`config.mk`:
```
export PLATFORM = sky130hd
export DESIGN_NAME = bcd_up_counter_flat
export DESIGN_NICKNAME = d
export VERILOG_FILES = /design/src/rtl/bcd_up_counter_if.sv /design/src/rtl/bcd_up_counter.sv /design/src/flat_wrapper.sv
export SDC_FILE = /design/constraint.sdc
export NUM_CORES = 1
export LEC_CHECK = 0
export ABC_AREA = 1
export BUFFER_PORTS_ARGS = -buffer_cell sky130_fd_sc_hd__buf_2
export CAP_MARGIN = 10
export CORE_UTILIZATION = 40
export CTS_CLUSTER_DIAMETER = 30
export DETAILED_ROUTE_END_ITERATION = 16
export GPL_TIMING_DRIVEN = 0
export REMOVE_ABC_BUFFERS = 1
export SYNTH_ARGS = -nofsm -noshare
export SYNTH_HDL_FRONTEND = slang
export SYNTH_SLANG_ARGS = --single-unit
export TNS_END_PERCENT = 100
```
`constraint.sdc`:
```
create_clock -name i_clk -period 3.45 [get_ports i_clk]
set_input_delay 0 -clock i_clk [delete_from_list [all_inputs] [get_ports i_clk]]
set_output_delay 0 -clock i_clk [all_outputs]
set_load 0.05 [all_outputs]
```
`src/rtl/bcd_up_counter_if.sv`:
```
// ---------------------------------------------------------------------------
// bcd_up_counter_if
// Bundles the counter's control inputs and display outputs so that the
// button/divider side and the counter can be connected as a single port.
//   i_tick_clk  : slow clock from the divider (asynchronous level)
//   i_btn_run   : one-cycle pulse, toggles RUN/STOP
//   i_btn_clear : one-cycle pulse, clears the count while stopped
//   o_bcd       : packed BCD count, digit 0 (ones) in bits [3:0]
//   o_running   : high while the counter is in RUN
//   o_wrap      : one-cycle pulse on roll-over from all 9s to 0
// Modports: master = stimulus/button side, slave = counter.
// ---------------------------------------------------------------------------
interface bcd_up_counter_if #(
    parameter int NUM_DIGITS = 4
);
    logic                    i_tick_clk;
    logic                    i_btn_run;
    logic                    i_btn_clear;
    logic [4*NUM_DIGITS-1:0] o_bcd;
    logic                    o_running;
    logic                    o_wrap;

    modport master (
        output i_tick_clk, i_btn_run, i_btn_clear,
        input  o_bcd, o_running, o_wrap
    );

    modport slave (
        input  i_tick_clk, i_btn_run, i_btn_clear,
        output o_bcd, o_running, o_wrap
    );
endinterface

```
`src/rtl/bcd_up_counter.sv`:
```
// ---------------------------------------------------------------------------
// bcd_up_counter
// Run/stop/clear multi-digit BCD up-counter advanced by rising edges of a
// slow divider clock. Everything runs in the i_clk domain; the slow clock is
// synchronised and edge-detected before it is used.
//   i_clk   : system clock
//   i_reset : asynchronous, active-high reset
//   bus     : bcd_up_counter_if.slave (tick input, buttons, count outputs)
// A slow-clock rising edge seen before i_clk edge k updates o_bcd at edge k+2.
// ---------------------------------------------------------------------------

// One BCD digit of the increment chain: passes the digit through without a
// carry-in, otherwise steps 0..9 and rolls 9 -> 0 with a carry-out.
module bcd_digit (
    input  logic [3:0] d,
    input  logic       cin,
    output logic [3:0] nxt,
    output logic       cout
);
    logic is_nine;
    assign is_nine = (d == 4'd9);
    assign cout    = cin & is_nine;
    assign nxt     = !cin   ? d :
                     is_nine ? 4'd0 : 4'(d + 4'd1);
endmodule

module bcd_up_counter #(
    parameter int NUM_DIGITS = 4
) (
    input  logic              i_clk,
    input  logic              i_reset,
    bcd_up_counter_if.slave   bus
);
    typedef enum logic [1:0] {
        STOP  = 2'd0,
        RUN   = 2'd1,
        CLEAR = 2'd2
    } state_t;

    state_t state;
    logic   running;
    logic   wrap;

    logic [NUM_DIGITS-1:0][3:0] bcd_q;
    logic [NUM_DIGITS-1:0][3:0] bcd_nxt;
    logic [NUM_DIGITS:0]        carry;

    // Slow-clock synchroniser: sync0/sync1 resolve metastability, sync2 holds
    // the previous synchronised level for rising-edge detection.
    logic sync0, sync1, sync2;
    logic tick;

    always_ff @(posedge i_clk or posedge i_reset) begin
        if (i_reset) begin
            sync0 <= 1'b0;
            sync1 <= 1'b0;
            sync2 <= 1'b0;
        end else begin
            sync0 <= bus.i_tick_clk;
            sync1 <= sync0;
            sync2 <= sync1;
        end
    end

    assign tick = sync1 & ~sync2;

    // Run/stop/clear control. o_running is registered alongside the state so
    // it always equals (state == RUN) with no combinational input path.
    always_ff @(posedge i_clk or posedge i_reset) begin
        if (i_reset) begin
            state   <= STOP;
            running <= 1'b0;
        end else begin
            case (state)
                STOP: begin
                    // Clear has priority over a simultaneous run pulse.
                    if (bus.i_btn_clear) begin
                        state   <= CLEAR;
                        running <= 1'b0;
                    end else if (bus.i_btn_run) begin
                        state   <= RUN;
                        running <= 1'b1;
                    end
                end
                RUN: begin
                    if (bus.i_btn_run) begin
                        state   <= STOP;
                        running <= 1'b0;
                    end
                end
                CLEAR: begin
                    state   <= STOP;
                    running <= 1'b0;
                end
                default: begin
                    state   <= STOP;
                    running <= 1'b0;
                end
            endcase
        end
    end

    // Ripple-carry BCD increment; digit 0 always receives the carry-in.
    assign carry[0] = 1'b1;

    for (genvar g = 0; g < NUM_DIGITS; g++) begin : g_digit
        bcd_digit u_digit (
            .d    (bcd_q[g]),
            .cin  (carry[g]),
            .nxt  (bcd_nxt[g]),
            .cout (carry[g+1])
        );
    end

    // Counting keys off the current state, so a tick on the edge that leaves
    // RUN is still counted and one on the edge that enters RUN is not.
    always_ff @(posedge i_clk or posedge i_reset) begin
        if (i_reset) begin
            bcd_q <= '0;
            wrap  <= 1'b0;
        end else begin
            wrap <= 1'b0;
            if (state == CLEAR) begin
                bcd_q <= '0;
            end else if (state == RUN && tick) begin
                bcd_q <= bcd_nxt;
                wrap  <= carry[NUM_DIGITS];
            end
        end
    end

    assign bus.o_bcd     = bcd_q;
    assign bus.o_running = running;
    assign bus.o_wrap    = wrap;
endmodule

```
`src/flat_wrapper.sv`:
```
// flat-port wrapper written by rule: the top's interface ports become plain ports
module bcd_up_counter_flat 
#(
    parameter int NUM_DIGITS = 4
)
  (i_clk, i_reset, bus_i_tick_clk, bus_i_btn_run, bus_i_btn_clear, bus_o_bcd, bus_o_running, bus_o_wrap);
  bcd_up_counter_if #(.NUM_DIGITS(NUM_DIGITS)) bus_i ();
  input  logic i_clk;
  input  logic i_reset;
  input wire logic [$bits(bus_i.i_tick_clk)-1:0] bus_i_tick_clk;
  input wire logic [$bits(bus_i.i_btn_run)-1:0] bus_i_btn_run;
  input wire logic [$bits(bus_i.i_btn_clear)-1:0] bus_i_btn_clear;
  output wire logic [$bits(bus_i.o_bcd)-1:0] bus_o_bcd;
  output wire logic [$bits(bus_i.o_running)-1:0] bus_o_running;
  output wire logic [$bits(bus_i.o_wrap)-1:0] bus_o_wrap;
  assign bus_i.i_tick_clk = bus_i_tick_clk;
  assign bus_i.i_btn_run = bus_i_btn_run;
  assign bus_i.i_btn_clear = bus_i_btn_clear;
  assign bus_o_bcd = bus_i.o_bcd;
  assign bus_o_running = bus_i.o_running;
  assign bus_o_wrap = bus_i.o_wrap;
  bcd_up_counter #(.NUM_DIGITS(NUM_DIGITS)) u_core (.i_clk(i_clk), .i_reset(i_reset), .bus(bus_i));
endmodule
```
Yosys cells after proc, flatten, opt, wreduce, memory -nomap -nowiden

Index checks and enable logic that the tools add are counted.

Divide/modulo/power cells: 0
Equal/unequal tests: 8
Reductions and logical operators: 10
Bitwise logic cells: 5
Shift operators: 0
Add/subtract/negate cells: 4
Multiplexer cells: 19
$lt $le $gt $ge: 0
$mul: 0

Operators by type and width:

| cell                  | number |
|---|---|
| $mux W16              | 2 |
| $mux W4               | 7 |
| $add A4 B1 Y4 const B | 4 |
| $eq A4 B4 Y1 const B  | 4 |
| $reduce_and A2 Y1     | 4 |
| $reduce_bool A2 Y1    | 4 |
| $mux W2               | 3 |
| $mux W1               | 5 |
| $and A1 B1 Y1         | 4 |
| $pmux W2 S2           | 1 |
| $ne A3 B3 Y1 const B  | 1 |
| $eq A2 B1 Y1 const B  | 1 |
| $eq A2 B2 Y1 const B  | 1 |
| $logic_not A2 Y1      | 1 |
| $ne A2 B2 Y1 const B  | 1 |
| $pmux W1 S2           | 1 |
| $logic_and A1 B1 Y1   | 1 |
| $not A1 Y1            | 1 |

Bits of input ports: 5
Flip-flop bits (word level): 23
Memories kept: 0
Latch bits: 0
RAM bits: 0
Memory bits (read-only): 0

Depth between registers and ports, before layout

Word-level depth: 6
Gate-level depth with buffers: 9

Modules after synthesis

From an unflattened synthesis, not the netlist that was laid out.

Cell total of the unflattened synthesis: 157
Area, all modules: 1268.7 um2

By module, submodules not included:

| module         | area each (um2) | instances | cells an instance | sequential area each (um2) |
|---|---|---|---|---|
| bcd_up_counter | 928.4           | 1         | 89                | 550.5 |
| bcd_digit      | 85.1            | 4         | 17                | 0.0 |

Worst setup path before layout

OpenSTA, ideal clock, no wires.

Path type: register -> register
Start: register u_core.bcd_q (netlist bit u_core.bus.o_bcd[0])
End: register u_core.bcd_q (netlist bit u_core.bus.o_bcd[15])
Cell stages (with the launch flop): 8
Data arrival time: 1.539 ns
Buffers on the path: 0
Data required time: 3.383 ns
Setup slack: 1.844 ns
Path through: dfrtp_1 ha_1 nand2_1 nor2_4 nand2_1 nor2_2 nand4_1 nand2_1

Cells in the longest elaborated chain, start to end: 5

RTL lines:

| element                      | RTL line              | text |
|---|---|---|
| from (decl)                  | bcd_up_counter.sv:44  | `logic [NUM_DIGITS-1:0][3:0] bcd_q;` |
| from (signal assigned)       | bcd_up_counter.sv:126 | `bcd_q <= bcd_nxt;` |
| $eq A4 B4 Y1                 | bcd_up_counter.sv:21  | `assign is_nine = (d == 4'd9);` |
| $and A1 B1 Y1 (2 in series)  | bcd_up_counter.sv:22  | `assign cout = cin & is_nine;` |
| $reduce_bool A2 Y1 (no line) | n/a                   |  |
| $reduce_and A2 Y1 (no line)  | n/a                   |  |

No other way between the ends.
A chain may end at the register's enable or synchronous reset.

Worst setup path in the final report

Start: register u_core.state[0]
End: register u_core.bcd_q (netlist bit u_core.bus.o_bcd[5])

Cells in the longest elaborated chain, start to end: 4

RTL lines:

| element                      | RTL line              | text |
|---|---|---|
| from (decl)                  | bcd_up_counter.sv:40  | `state_t state;` |
| from (signal assigned)       | bcd_up_counter.sv:71  | `state <= STOP;` |
| from (signal assigned)       | bcd_up_counter.sv:78  | `state <= CLEAR;` |
| from (signal assigned)       | bcd_up_counter.sv:81  | `state <= RUN;` |
| $eq A2 B1 Y1                 | bcd_up_counter.sv:125 | `end else if (state == RUN && tick) begin` |
| $logic_and A1 B1 Y1          | bcd_up_counter.sv:125 |  |
| $reduce_bool A2 Y1 (no line) | n/a                   |  |
| $reduce_and A2 Y1 (no line)  | n/a                   |  |

Parallel ways exist; a longest one is shown, timed or not.

==> results.py <==
metrics = {
    "grt": {
        "grt_overflow": 0,
        "grt_max_degree": 23,
        "antenna_found_initial": 0,
        "grt_use_total": 0.164,
        "grt_pass1_wl_um": 4330,
        "first_global_vias": 997,
    },
    "pwr": {
        "p_leak_nw": 0.822,
        "irDropWorstVdd_v": 0.000386,
        "powerDensity_mw_per_mm2": 531,
    },
    "worst_setup_path": {
        "cp.required_ns": 3.65,
        "path_depth": 6,
        "worst_setup_path_start_kind": "register",
        "cp_slowest_cell": "dfrtp_1",
        "cp_top_family": "simple AND/OR/NAND/NOR gates",
        "r2r-start": "u_core.state[0]$_DFFE_PP0P_",
        "r2r_cells": 6,
        "path_common_cell": "nand2_1",
        "reg2reg_to": "u_core.bus.o_bcd[5]$_DFFE_PP0P_",
        "setup.worst_path.class": "register to register",
        "crit_buf_inv": 1,
        "path_cells": "nor2_2 > inv_2 > nand2_1 > nand2_2 > nand2_1 > o21ai_1",
        "critPathMaxFanout": 21,
        "startpoint": "u_core.state[0]$_DFFE_PP0P_",
        "worst-r2r-setup-slack_ns": 1.99,
        "crit_arrival_ns": 1.66,
        "slowest_delay_ns": 0.46,
        "crit_path_end_kind": "register",
        "worstSetupEndpoint": "u_core.bus.o_bcd[5]$_DFFE_PP0P_",
    },
    "drt": {
        "drt-vias-per-instance": 4.73,
        "postRouteAntennaNets": 0,
        "route.vias.total": 1083,
        "wl_per_cell_um": 10.5,
        "drcViolationCount": 0,
        "drt_pass1_iterations": 4,
        "drt_iter0_markers": 34,
        "routed_wl_um": 2400,
    },
    "job": {
        "maxCapViolCount": 0,
    },
    "place": {
        "port_buffers": 22,
        "dp_hpwl_um": 1780,
        "routabilityCongestion": 0.853,
        "place_inst": 220,
        "pre_cts_ws_ns": 2.00,
    },
    "sta": {
        "timing.fmax_mhz": 686,
        "relSlewSlack": 0.429,
        "setup_viol_count_final": 0,
        "drv_slew": 0,
        "worstMarginPinSlew_ns": 0.855,
        "finalSetupTns_ns": 0,
        "grt_setup_unrepaired": "false",
        "fin_ws_ns": 1.99,
        "finalCritPeriodShare": 0.422,
        "hold_viol": 0,
        "period_needed_ns": 1.46,
        "finalClockSkew_ns": 0.00318,
    },
    "final_layout": {
        "fillerInstances": 304,
        "multiInputGateArea_sq_um": 633,
        "stdcell_count": 229,
        "post_route_cells_drive_above_1_share": 0.232,
        "area_growth_pct": 19.4,
        "regArea_sq_um": 551,
        "layout.nets": 197,
        "diodes": 0,
    },
    "synth": {
        "synth_top_area_frac": 0.428,
        "synth.distinct_cells": 26,
        "syn_inst": 156,
        "netlist_area_sq_mm": 0.00128,
        "synthTopCellsByArea": "dfrtp_1 43%, nand2_1 9.9%, nand3_1 8.6%, ha_1 5.8%, inv_1 5.0%",
        "yosysSeqAreaShare": 0.428,
        "syn_avg_cell_area_sq_um": 8.24,
        "yosysWarnings": 0,
        "yosys.area.top_type": "dfrtp_1",
        "ys_ff_latch": 22,
    },
    "clock_tree": {
        "clock-sinks": 22,
        "cts_root_buf": "clkbuf_4",
        "cts_tree": "built",
        "h-tree-depth": 1,
        "clk_latency_ns": 0.30,
        "clockBufferDepth": 2,
        "cts_made_buffers": 3,
        "clk_pin_slew_worst_paths_ns": 0.12,
    },
    "hold_path": {
        "holdPathStages": 2,
        "hp-class": "input pin to register",
    },
    "die": {
        "rows": 20,
        "die_h_um": 58.7,
        "start_util": 0.421,
        "dieArea_sq_mm": 0.00344,
        "pin_count": 23,
        "core-area_sq_mm": 0.00305,
        "die_x_um": 58.7,
    },
    "status": {
        "status": "finished, final reports clean",
    },
}
==> cell usage after synthesis <==
| library cell | instances |
|---|---|
| nand2_1 | 34 |
| dfrtp_1 | 22 |
| nand3_1 | 22 |
| inv_1 | 17 |
| nor2_1 | 13 |
| nand4_1 | 7 |
| ha_1 | 6 |
| inv_2 | 5 |
| o21ai_1 | 5 |
| o21ai_0 | 3 |
| nand2_2 | 2 |
| nand3_2 | 2 |
| nor2_2 | 2 |
| nor2_4 | 2 |
| xnor2_1 | 2 |
| xor2_1 | 2 |
| a211oi_1 | 1 |
| a21oi_1 | 1 |
| buf_4 | 1 |
| buf_6 | 1 |
| nand2_4 | 1 |
| nand3_4 | 1 |
| nor2_8 | 1 |
| nor3_1 | 1 |
| nor3b_2 | 1 |
| o22ai_1 | 1 |
==> logic make-up (layout without fill, tap and decap cells) <==
group	count (synthesis)	after routing	share of synthesized area
buffers and inverters	24	53	0.0789
adders and majority gates	6	6	0.0584
and+or+nand+nor	89	89	0.361
xor gates and xnor gates	4	4	0.0273
DFF	22	22	0.428
AOI/OAI and AO/OA	11	11	0.0458
==> registers in the layout (all words and copies together) (netlist names) <==
name	cells
u_core.bus.o_wrap	1
u_core.bus.o_bcd	16
u_core.sync2	1
u_core.sync0	1
u_core.sync1	1
u_core.state	2
==> placed cells by master, fill, tap and decap left out, drive strengths merged, types with 3 or more instances in the layout <==
| cell | Yosys | routed |
|---|---|---|
| nand2 | 37 | 37 |
| nand3 | 25 | 25 |
| buf | 2 | 22 |
| dfrtp | 22 | 22 |
| inv | 22 | 22 |
| nor2 | 18 | 18 |
| o21ai | 8 | 8 |
| nand4 | 7 | 7 |
| ha | 6 | 6 |
| dlygate4sd3 | 0 | 5 |
| clkbuf | 0 | 3 |
==> cell type report <==
class / instances / share of cell area
flip-flops and latches: 22 / 0.359
well taps: 44 / 0.0359
repair buffers: 27 / 0.104
multi-input cells: 110 / 0.413
clock buffers: 3 / 0.0147
inverters: 22 / 0.0538
clock inverters: 1 / 0.0196
==> per-stage QoR <==
| step | area [sq um] | utilization | total power, mW | hold slack, ns |
|---|---|---|---|---|
| after floorplan | 1270 | - | 0.553 | -0.0108 |
| after global placement | 1430 | 0.469 | 0.609 | 0.107 |
| after detailed placement | 1430 | 0.469 | 0.616 | 0.109 |
| after CTS | 1530 | 0.502 | 0.824 | 0.302 |
| after global routing | 1530 | 0.502 | 0.874 | 0.295 |
| final | 1530 | 0.502 | 0.814 | 0.322 |
==> per-layer routing <==
metal,up-vias,track usage,wire (um)
met5,-,0,0
met4,0,0.0782,20
met3,2,0.0198,70
met2,16,0.261,1120
met1,501,0.222,1190
li1,564,-,-
==> power by group <==
part | leakage (nW) | total (mW) | internal, mW | switching [mW]
combinational | 0.499 | 0.283 | 0.0742 | 0.209
clock | 0.0279 | 0.196 | 0.117 | 0.0782
sequential | 0.295 | 0.336 | 0.290 | 0.0459
==> repair_timing <==
item / CTS / global route
setup buffers: 0 / 0
resized for setup: 0 / 0
hold endpoints to repair: 25 / 0
hold buffers: 5 / 0
==> worst reg2reg max path: cells and delay by family, from the launching register on <==
family                 cells  cell delay [ns]
AO/OA/AOI/OAI              1             0.06
buffers and inverters      1             0.20
AND/OR/NAND/NOR            4             0.64
flip-flops                 1             0.46
==> how the worst min path moves through the flow <==
stage / from / slack (ns) / endpoint
finish: bus_i_tick_clk / 0.32 / u_core.sync0$_DFF_PP0_
global route: bus_i_tick_clk / 0.30 / u_core.sync0$_DFF_PP0_
CTS: bus_i_tick_clk / 0.30 / u_core.sync0$_DFF_PP0_
detailed placement: bus_i_tick_clk / 0.11 / u_core.sync0$_DFF_PP0_
global placement: bus_i_tick_clk / 0.11 / u_core.sync0$_DFF_PP0_
floorplan: i_reset / -0.01 / u_core.bus.o_bcd[0]$_DFFE_PP0P_
Note: power is estimated with default switching activity, not from simulation.
